$ cat src/rtl/control_sequencer_if.sv
// Bus-control bundle between the sequencer and the datapath: opcode in, strobes/selects out.
// With ILLEGAL_TRAP_EN defined the bundle also carries the sticky illegal_flag.
interface control_sequencer_if;
  logic [7:0] opcode;
  logic       memory_enable;
  logic       memory_load;
  logic       opcode_reg_load;
  logic       register_bank_enable;
  logic       register_bank_load;
  logic [1:0] reg_rd_sel;
  logic [1:0] reg_wr_sel;
  logic       addr_sel;
  logic       addr_reg_load;
  logic       pc_inc;
  logic       halted;
  logic       illegal_op;
`ifdef ILLEGAL_TRAP_EN
  logic       illegal_flag;
`endif

  modport master (
    input  opcode,
    output memory_enable, memory_load, opcode_reg_load,
           register_bank_enable, register_bank_load,
           reg_rd_sel, reg_wr_sel, addr_sel, addr_reg_load,
           pc_inc, halted, illegal_op
`ifdef ILLEGAL_TRAP_EN
           , illegal_flag
`endif
  );

  modport slave (
    output opcode,
    input  memory_enable, memory_load, opcode_reg_load,
           register_bank_enable, register_bank_load,
           reg_rd_sel, reg_wr_sel, addr_sel, addr_reg_load,
           pc_inc, halted, illegal_op
`ifdef ILLEGAL_TRAP_EN
           , illegal_flag
`endif
  );
endinterface

$ cat src/rtl/control_sequencer.sv
// Fetch/decode/execute sequencer for the 8-bit processor; drives all bus strobes and selects.
// ILLEGAL_TRAP_EN: undefined ops trap to HALT and set a sticky illegal_flag.
module control_sequencer #(
  parameter int unsigned MEM_WAIT = 0
) (
  input  logic                 clk,
  input  logic                 rst,
  control_sequencer_if.master  bus
);
  typedef enum logic [2:0] {IDLE, FETCH, DECODE, EXEC0, EXEC1, HALT} state_t;

  localparam logic [3:0] OP_NOP = 4'h0;
  localparam logic [3:0] OP_LDI = 4'h1;
  localparam logic [3:0] OP_LD  = 4'h2;
  localparam logic [3:0] OP_ST  = 4'h3;
  localparam logic [3:0] OP_MOV = 4'h4;
  localparam logic [3:0] OP_HLT = 4'hF;
  localparam logic [3:0] WAIT_LAST = 4'(MEM_WAIT);

  state_t     state;
  logic [3:0] wait_cnt;
  logic [3:0] op;
  logic [1:0] rd, rs;
  logic       illegal, mem_state, wait_done;

  assign op = bus.opcode[7:4];
  assign rd = bus.opcode[3:2];
  assign rs = bus.opcode[1:0];
  assign illegal = !(op inside {OP_NOP, OP_LDI, OP_LD, OP_ST, OP_MOV, OP_HLT});

  // States touching memory are stretched to MEM_WAIT+1 cycles; all others last one cycle.
  assign mem_state = (state == FETCH) || (state == EXEC1) ||
                     ((state == EXEC0) && (op inside {OP_LDI, OP_LD, OP_ST}));
  assign wait_done = !mem_state || (wait_cnt == WAIT_LAST);

`ifdef ILLEGAL_TRAP_EN
  logic illegal_flag;
  assign bus.illegal_flag = illegal_flag;
`endif

  // State only advances on wait_done, so clearing the counter there clears it on every change.
  always_ff @(posedge clk) begin
    if (rst) begin
      state    <= IDLE;
      wait_cnt <= '0;
`ifdef ILLEGAL_TRAP_EN
      illegal_flag <= 1'b0;
`endif
    end else begin
      wait_cnt <= wait_done ? 4'd0 : wait_cnt + 4'd1;
      case (state)
        IDLE:   state <= FETCH;
        FETCH:  if (wait_done) state <= DECODE;
        DECODE: begin
          case (op)
            OP_NOP:                       state <= FETCH;
            OP_LDI, OP_LD, OP_ST, OP_MOV: state <= EXEC0;
            OP_HLT:                       state <= HALT;
            default: begin
`ifdef ILLEGAL_TRAP_EN
              state        <= HALT;
              illegal_flag <= 1'b1;
`else
              state <= FETCH;
`endif
            end
          endcase
        end
        EXEC0:  if (wait_done) state <= (op == OP_LD || op == OP_ST) ? EXEC1 : FETCH;
        EXEC1:  if (wait_done) state <= FETCH;
        HALT:   state <= HALT;
        default: state <= IDLE;
      endcase
    end
  end

  always_comb begin
    bus.memory_enable        = 1'b0;
    bus.memory_load          = 1'b0;
    bus.opcode_reg_load      = 1'b0;
    bus.register_bank_enable = 1'b0;
    bus.register_bank_load   = 1'b0;
    bus.reg_rd_sel           = 2'd0;
    bus.reg_wr_sel           = 2'd0;
    bus.addr_sel             = 1'b0;
    bus.addr_reg_load        = 1'b0;
    bus.pc_inc               = 1'b0;
    bus.halted               = 1'b0;
    bus.illegal_op           = 1'b0;
    case (state)
      FETCH: begin
        bus.memory_enable   = 1'b1;
        bus.opcode_reg_load = 1'b1;
        bus.pc_inc          = wait_done;
      end
      DECODE: bus.illegal_op = illegal;
      EXEC0: begin
        case (op)
          OP_LDI: begin
            bus.memory_enable      = 1'b1;
            bus.register_bank_load = 1'b1;
            bus.reg_wr_sel         = rd;
            bus.pc_inc             = wait_done;
          end
          OP_LD, OP_ST: begin
            bus.memory_enable = 1'b1;
            bus.addr_reg_load = 1'b1;
            bus.pc_inc        = wait_done;
          end
          OP_MOV: begin
            bus.register_bank_enable = 1'b1;
            bus.register_bank_load   = 1'b1;
            bus.reg_rd_sel           = rs;
            bus.reg_wr_sel           = rd;
          end
          default: ;
        endcase
      end
      EXEC1: begin
        case (op)
          OP_LD: begin
            bus.addr_sel           = 1'b1;
            bus.memory_enable      = 1'b1;
            bus.register_bank_load = 1'b1;
            bus.reg_wr_sel         = rd;
          end
          OP_ST: begin
            bus.addr_sel             = 1'b1;
            bus.register_bank_enable = 1'b1;
            bus.reg_rd_sel           = rs;
            bus.memory_load          = 1'b1;
          end
          default: ;
        endcase
      end
      HALT: bus.halted = 1'b1;
      default: ;
    endcase
  end
endmodule
$ cat src/flat_wrapper.sv
// flat-port wrapper written by rule: the top's interface ports become plain ports
module control_sequencer_flat 
#(
  parameter int unsigned MEM_WAIT = 0
)
  (clk, rst, bus_opcode, bus_memory_enable, bus_memory_load, bus_opcode_reg_load, bus_register_bank_enable, bus_register_bank_load, bus_reg_rd_sel, bus_reg_wr_sel, bus_addr_sel, bus_addr_reg_load, bus_pc_inc, bus_halted, bus_illegal_op);
  control_sequencer_if bus_i ();
  input  logic clk;
  input  logic rst;
  input wire logic [$bits(bus_i.opcode)-1:0] bus_opcode;
  output wire logic [$bits(bus_i.memory_enable)-1:0] bus_memory_enable;
  output wire logic [$bits(bus_i.memory_load)-1:0] bus_memory_load;
  output wire logic [$bits(bus_i.opcode_reg_load)-1:0] bus_opcode_reg_load;
  output wire logic [$bits(bus_i.register_bank_enable)-1:0] bus_register_bank_enable;
  output wire logic [$bits(bus_i.register_bank_load)-1:0] bus_register_bank_load;
  output wire logic [$bits(bus_i.reg_rd_sel)-1:0] bus_reg_rd_sel;
  output wire logic [$bits(bus_i.reg_wr_sel)-1:0] bus_reg_wr_sel;
  output wire logic [$bits(bus_i.addr_sel)-1:0] bus_addr_sel;
  output wire logic [$bits(bus_i.addr_reg_load)-1:0] bus_addr_reg_load;
  output wire logic [$bits(bus_i.pc_inc)-1:0] bus_pc_inc;
  output wire logic [$bits(bus_i.halted)-1:0] bus_halted;
  output wire logic [$bits(bus_i.illegal_op)-1:0] bus_illegal_op;
  assign bus_i.opcode = bus_opcode;
  assign bus_memory_enable = bus_i.memory_enable;
  assign bus_memory_load = bus_i.memory_load;
  assign bus_opcode_reg_load = bus_i.opcode_reg_load;
  assign bus_register_bank_enable = bus_i.register_bank_enable;
  assign bus_register_bank_load = bus_i.register_bank_load;
  assign bus_reg_rd_sel = bus_i.reg_rd_sel;
  assign bus_reg_wr_sel = bus_i.reg_wr_sel;
  assign bus_addr_sel = bus_i.addr_sel;
  assign bus_addr_reg_load = bus_i.addr_reg_load;
  assign bus_pc_inc = bus_i.pc_inc;
  assign bus_halted = bus_i.halted;
  assign bus_illegal_op = bus_i.illegal_op;
  control_sequencer #(.MEM_WAIT(MEM_WAIT)) u_core (.clk(clk), .rst(rst), .bus(bus_i));
endmodule
$ cat config.mk
export PLATFORM = sky130hd
export DESIGN_NAME = control_sequencer_flat
export DESIGN_NICKNAME = d
export VERILOG_FILES = /design/src/rtl/control_sequencer_if.sv /design/src/rtl/control_sequencer.sv /design/src/flat_wrapper.sv
export SDC_FILE = /design/constraint.sdc
export NUM_CORES = 1
export LEC_CHECK = 0
export CORE_MARGIN = 5
export CORE_UTILIZATION = 40
export CTS_CLUSTER_SIZE = 40
export DETAILED_ROUTE_END_ITERATION = 7
export HOLD_SLACK_MARGIN = 0.12
export PLACE_DENSITY_LB_ADDON = 0.1
export SYNTH_ARGS = -nofsm -noshare
export SYNTH_HDL_FRONTEND = slang
export SYNTH_SLANG_ARGS = --single-unit
export TNS_END_PERCENT = 30
$ cat constraint.sdc
create_clock -name clk -period 2.7 [get_ports clk]
set_clock_uncertainty 0.1 [all_clocks]
set_input_delay 0.27 -clock clk [delete_from_list [all_inputs] [get_ports clk]]
set_output_delay 0.27 -clock clk [all_outputs]
set_load 0.1 [all_outputs]
==> results.py, run 1 <==
metrics = {
    "synthesis": {
        "synth_edf_count": 0,
        "synthFlopType": "dfxtp_1",
        "synth_area_um2": 591,
        "synth_area_per_cell_um2": 7.98,
        "ys_seq_area_share_pct": 23.7,
        "syn_inst": 74,
        "synth_nets": 86,
        "synthArstFlopShare_pct": 0,
        "synth.distinct_cells": 38,
        "yosysWarnings": 0,
        "ys_ff_latch": 7,
    },
    "power": {
        "switching_share_pct": 34.8,
        "power_frac_seq_pct": 34.5,
        "p_leak_nw": 0.411,
        "switchingPower_mw": 0.113,
        "internal_power_mw": 0.213,
        "clkPwrFrac_pct": 26.6,
        "comb_power_share_pct": 38.9,
        "p_per_area_nw_per_um2": 323,
        "max-vdd-ir-drop_v": 0.000256,
    },
    "grt": {
        "grt_start_max_net_pins": 13,
        "antenna_found_initial": 0,
        "grt_pass1_wl_mm": 2.48,
        "grt_usage_pct": 12.7,
        "grt_pass1_vias": 565,
        "grt_overflow": 0,
    },
    "route": {
        "viasPerCell": 5.30,
        "vias": 620,
        "antenna_left": 0,
        "drc": 0,
        "wl_mm": 1.50,
        "dr.pass1.iters": 4,
        "drtIter0Drc": 7,
        "wl_per_cell_um": 12.9,
    },
    "worst_setup_path": {
        "startpoint_type": "input pin",
        "cp_max_fo": 4,
        "reg2regPathDepth": 6,
        "r2r-start": "u_core.wait_cnt[0]$_SDFF_PP0_",
        "worstSetupPathType": "input pin to output pin",
        "slowest_delay_ns": 0.48,
        "cp.required_ns": 2.33,
        "critPathLaunch": "bus_opcode[5]",
        "r2r_slack_ns": 1.08,
        "path_cells": "clkdlybuf4s50_1 -> or3b_4 -> or3_4 -> inv_2 -> a2bb2oi_2 -> nor2b_2 -> buf_12",
        "r2r-end": "u_core.state[2]$_SDFFE_PP0P_",
        "crit_path_end": "bus_reg_wr_sel[1]",
        "cp_slowest_cell": "clkdlybuf4s50_1",
        "critical_path_arrival_ns": 2.12,
        "critPathCaptureType": "output pin",
    },
    "die": {
        "ioPinCount": 24,
        "die_h_um": 48.4,
        "fp.dieW_um": 48.4,
        "coreArea_um2": 1350,
        "dieArea_um2": 2340,
        "initial_core_util_pct": 43.7,
        "fp-row-count": 13,
    },
    "run_status": {
        "status": "complete, no violations",
    },
    "clocking": {
        "clk_pin_slew_ns": 0.05,
        "clockBufferDepth": 2,
        "cts_max_level": 1,
        "cts_resized": 0,
        "ctsHoldBuffers": 0,
        "clock-sinks": 7,
        "cts-root-buf": "clkbuf_4",
        "cts_tree": "built",
        "post_cts_buffers": 0,
        "clock_latency_ns": 0.24,
        "cts_buffers": 3,
    },
    "final_layout": {
        "syn_to_final_growth_pct": 71.0,
        "diodes": 0,
        "postLayoutCellArea_um2": 1010,
        "final_common_cell": "buf_12",
        "nets": 115,
        "final_cells": 117,
        "drive_gt1_share_pct": 32.4,
        "final_cell_mix": "buf_12 (12), clkdlybuf4s50_1 (9), inv_1 (7), nor2_1 (7), dfxtp_1 (7)",
    },
    "place": {
        "place_area_um2": 983,
        "placed_cells": 113,
        "port_buffers": 23,
        "finalWeightedCongestion": 0.785,
        "hpwl_mm": 1.28,
    },
    "sta": {
        "finalSetupViolations": 0,
        "relSlewSlack_pct": 70.8,
        "finalHoldViolations": 0,
        "period_minus_slack_ns": 2.49,
        "slew_viol_final": 0,
        "rsz0062_at_grt": "false",
        "worst_pin_slew_ns": 0.435,
        "post-route-period-util_pct": 92.1,
        "fmax_mhz": 402,
    },
    "flow_run": {
        "cap_violations": 0,
    },
    "worst_hold_path": {
        "worstHoldPathType": "flop to flop",
    },
}
-- worst max-delay path, delay by kind of cell --
kind	cells	cell delay, ns
buf+inv	3	0.77
compound gates	1	0.10
simple gates	3	0.98
-- cells in the mapped netlist, types with 2 or more instances --
cell      n  area share [%]
xor2_1    2             3.0
nand2_1   4             2.5
nor2_1    7             4.4
nand2b_1  3             3.2
a211oi_1  2             2.5
nor2b_1   3             3.2
nor3b_1   2             2.5
and2_1    2             2.1
nor3_1    4             3.4
dfxtp_1   7              24
xnor2_1   2             3.0
a21oi_1   3             2.5
inv_1     7             4.4
ha_1      2             4.2
-- layer usage --
| metal | track usage [%] | wire length [um] |
|---|---|---|
| met1 | 15.8 | 661 |
| met2 | 20.2 | 772 |
| met3 | 3.36 | 69 |
| met4 | 5.53 | 0 |
| met5 | 0 | 0 |
-- worst min-delay path by stage --
stage	from	end	slack [ns]	cells after the start
global route	u_core.wait_cnt[0]$_SDFF_PP0_	u_core.wait_cnt[0]$_SDFF_PP0_	0.40	1
global placement	u_core.wait_cnt[0]$_SDFF_PP0_	u_core.wait_cnt[0]$_SDFF_PP0_	0.38	1
detailed placement	u_core.wait_cnt[0]$_SDFF_PP0_	u_core.wait_cnt[0]$_SDFF_PP0_	0.39	1
CTS	u_core.wait_cnt[0]$_SDFF_PP0_	u_core.wait_cnt[0]$_SDFF_PP0_	0.39	1
finish	u_core.wait_cnt[0]$_SDFF_PP0_	u_core.wait_cnt[0]$_SDFF_PP0_	0.39	1
floorplan	rst	u_core.state[0]$_SDFFE_PP0P_	0.24	1
-- kinds of logic (layout without fill, tap and decap cells) --
group | count (synthesis) | after routing | share of synthesized area, %
fa+ha+maj | 2 | 2 | 4.24
xor+xnor | 4 | 4 | 5.93
simple gates | 34 | 34 | 33.5
mux | 1 | 1 | 1.91
buf+inv | 10 | 38 | 7.63
flops | 7 | 7 | 23.7
compound gates | 16 | 16 | 23.1
-- sequential cells by signal (all words and copies together), names as in the netlist --
signal	count
u_core.state	3
u_core.wait_cnt	4
-- area by class of cell --
type	instances	area [um2]
clock buffers	4	26.3
fillers	100	340
repair buffers	26	368
multi-input cells	57	427
well taps	15	18.8
inverters	8	30.0
flip-flops and latches	7	140
-- power groups by stage --
stage	logic, mW	registers (mW)	clock network [mW]
floorplan	0.0823	0.111	0
global placement	0.125	0.114	0
detailed placement	0.127	0.114	0
CTS	0.127	0.112	0.0925
global route	0.133	0.113	0.0981
finish	0.127	0.113	0.0868
-- stage by stage --
step           util (%)  TNS, ns  total power, mW  hold slack (ns)  worst slack, ns
2_1_floorplan         -    -1.39            0.193            0.243           -0.280
3_3_place_gp       72.8        0            0.240            0.381            0.231
5_1_grt            74.8        0            0.344            0.402            0.113
3_5_place_dp       72.8        0            0.242            0.386            0.223
6_report           74.8        0            0.326            0.391            0.213
4_1_cts            74.8        0            0.332            0.390            0.200
Note: power is estimated with default switching activity, not from simulation.
==> run 2: changes to the inputs <==
Settings changed: CAP_MARGIN from default to 20, PLACE_DENSITY_LB_ADDON 0.1 to 0.25.
==> results.py, run 2 (synthesized netlist as in run 1, its figures left out) <==
metrics = {
    "die": {
        "initial_core_util_pct": 43.7,
        "ioPinCount": 24,
        "dieArea_um2": 2340,
        "die_h_um": 48.4,
        "fp-row-count": 13,
        "coreArea_um2": 1350,
        "fp.dieW_um": 48.4,
    },
    "route": {
        "antenna_left": 0,
        "viasPerCell": 5.35,
        "drc": 0,
        "wl_mm": 1.54,
        "vias": 626,
        "dr.pass1.iters": 6,
        "wl_per_cell_um": 13.2,
        "drtIter0Drc": 7,
    },
    "worst_setup_path": {
        "startpoint_type": "input pin",
        "critPathCaptureType": "output pin",
        "critical_path_arrival_ns": 2.13,
        "cp.required_ns": 2.33,
        "cp_max_fo": 4,
        "worstSetupPathType": "input pin to output pin",
    },
    "flow_run": {
        "cap_violations": 0,
    },
    "clocking": {
        "post_cts_buffers": 0,
        "clock_latency_ns": 0.25,
        "clock-sinks": 7,
        "clockBufferDepth": 2,
        "cts-root-buf": "clkbuf_4",
        "cts_buffers": 3,
        "cts_tree": "built",
        "clk_pin_slew_ns": 0.05,
        "cts_resized": 0,
        "cts_max_level": 1,
        "ctsHoldBuffers": 0,
    },
    "place": {
        "hpwl_mm": 1.30,
        "placed_cells": 113,
        "finalWeightedCongestion": 0.824,
        "port_buffers": 23,
        "pre_cts_ws_ns": 0.199,
    },
    "final_layout": {
        "final_common_cell": "buf_12",
        "syn_to_final_growth_pct": 71.0,
        "nets": 115,
        "largest_reg_flops": 4,
        "final_cell_mix": "buf_12 (12), clkdlybuf4s50_1 (9), inv_1 (7), nor2_1 (7), dfxtp_1 (7)",
        "top_regs": "u_core.wait_cnt (4), u_core.state (3)",
        "regMostFlops": "u_core.wait_cnt",
        "drive_gt1_share_pct": 32.4,
        "final_cells": 117,
        "diodes": 0,
        "fill_cells": 108,
    },
    "sta": {
        "setup_ws_ns": 0.203,
        "period_minus_slack_ns": 2.50,
        "post-route-period-util_pct": 92.5,
        "rsz0062_at_grt": "false",
        "slew_viol_final": 0,
        "fmax_mhz": 401,
        "tns_ns": 0,
        "finalHoldViolations": 0,
        "worst_pin_slew_ns": 0.466,
        "relSlewSlack_pct": 68.8,
        "finalSetupViolations": 0,
    },
    "grt": {
        "grt_pass1_wl_mm": 2.80,
        "antenna_found_initial": 0,
        "grt_overflow": 0,
        "grt_start_max_net_pins": 13,
        "grt_pass1_vias": 618,
        "grt_usage_pct": 14.3,
    },
    "power": {
        "p_leak_nw": 0.411,
        "max-vdd-ir-drop_v": 0.000319,
        "p_per_area_nw_per_um2": 332,
        "power_mw": 0.335,
    },
    "worst_hold_path": {
        "worstHoldPathType": "flop to flop",
    },
    "run_status": {
        "status": "complete, no violations",
    },
}
==> run 2: cell counts in the layout (fill, tap and decap cells not counted) <==
Identical to the previous run, type by type.
==> run 2: layer usage <==
layer  wire (um)  track usage [%]  vias to the layer above
met1         668             17.5                      293
met4           0             5.53                        0
li1            -                -                      318
met2         796             24.6                       15
met3          77             2.14                        0
met5           0                0                        -
==> run 2: metrics by stage <==
step                cell area, um2  util (%)  hold WS, ns
finish                        1010      74.8        0.400
global placement               983      72.8        0.378
CTS                           1010      74.8        0.401
floorplan                      612         -        0.243
detailed placement             983      72.8        0.392
global route                  1010      74.8        0.448
==> run 2: where the power goes <==
part | total [mW] | switching (mW) | internal, mW
registers | 0.113 | 0.00666 | 0.106
logic | 0.126 | 0.0753 | 0.0507
clock network | 0.0961 | 0.0397 | 0.0565
==> run 2: critical path: stages <==
cell             delay [ns]
clkdlybuf4s50_1        0.47
or3b_4                 0.40
or3_4                  0.41
o22ai_4                0.19
and2_1                 0.20
buf_12                 0.18
==> run 2: final timing paths <==
kind,cells past startpoint,slack [ns],end,from
min,1,0.40,u_core.wait_cnt[0]$_SDFF_PP0_,u_core.wait_cnt[0]$_SDFF_PP0_
min reg2reg,1,0.40,u_core.wait_cnt[0]$_SDFF_PP0_,u_core.wait_cnt[0]$_SDFF_PP0_
max,6,0.20,bus_reg_rd_sel[0],bus_opcode[5]
max reg2reg,6,1.02,u_core.state[2]$_SDFFE_PP0P_,u_core.wait_cnt[0]$_SDFF_PP0_
==> run 2: area by class of cell <==
type                    count  area [um2]  area share (%)
well taps                  15        18.8            1.86
flip-flops and latches      7         140            13.9
inverters                   8        30.0            2.97
multi-input cells          57         427            42.3
clock buffers               4        26.3            2.60
repair buffers             26         368            36.4
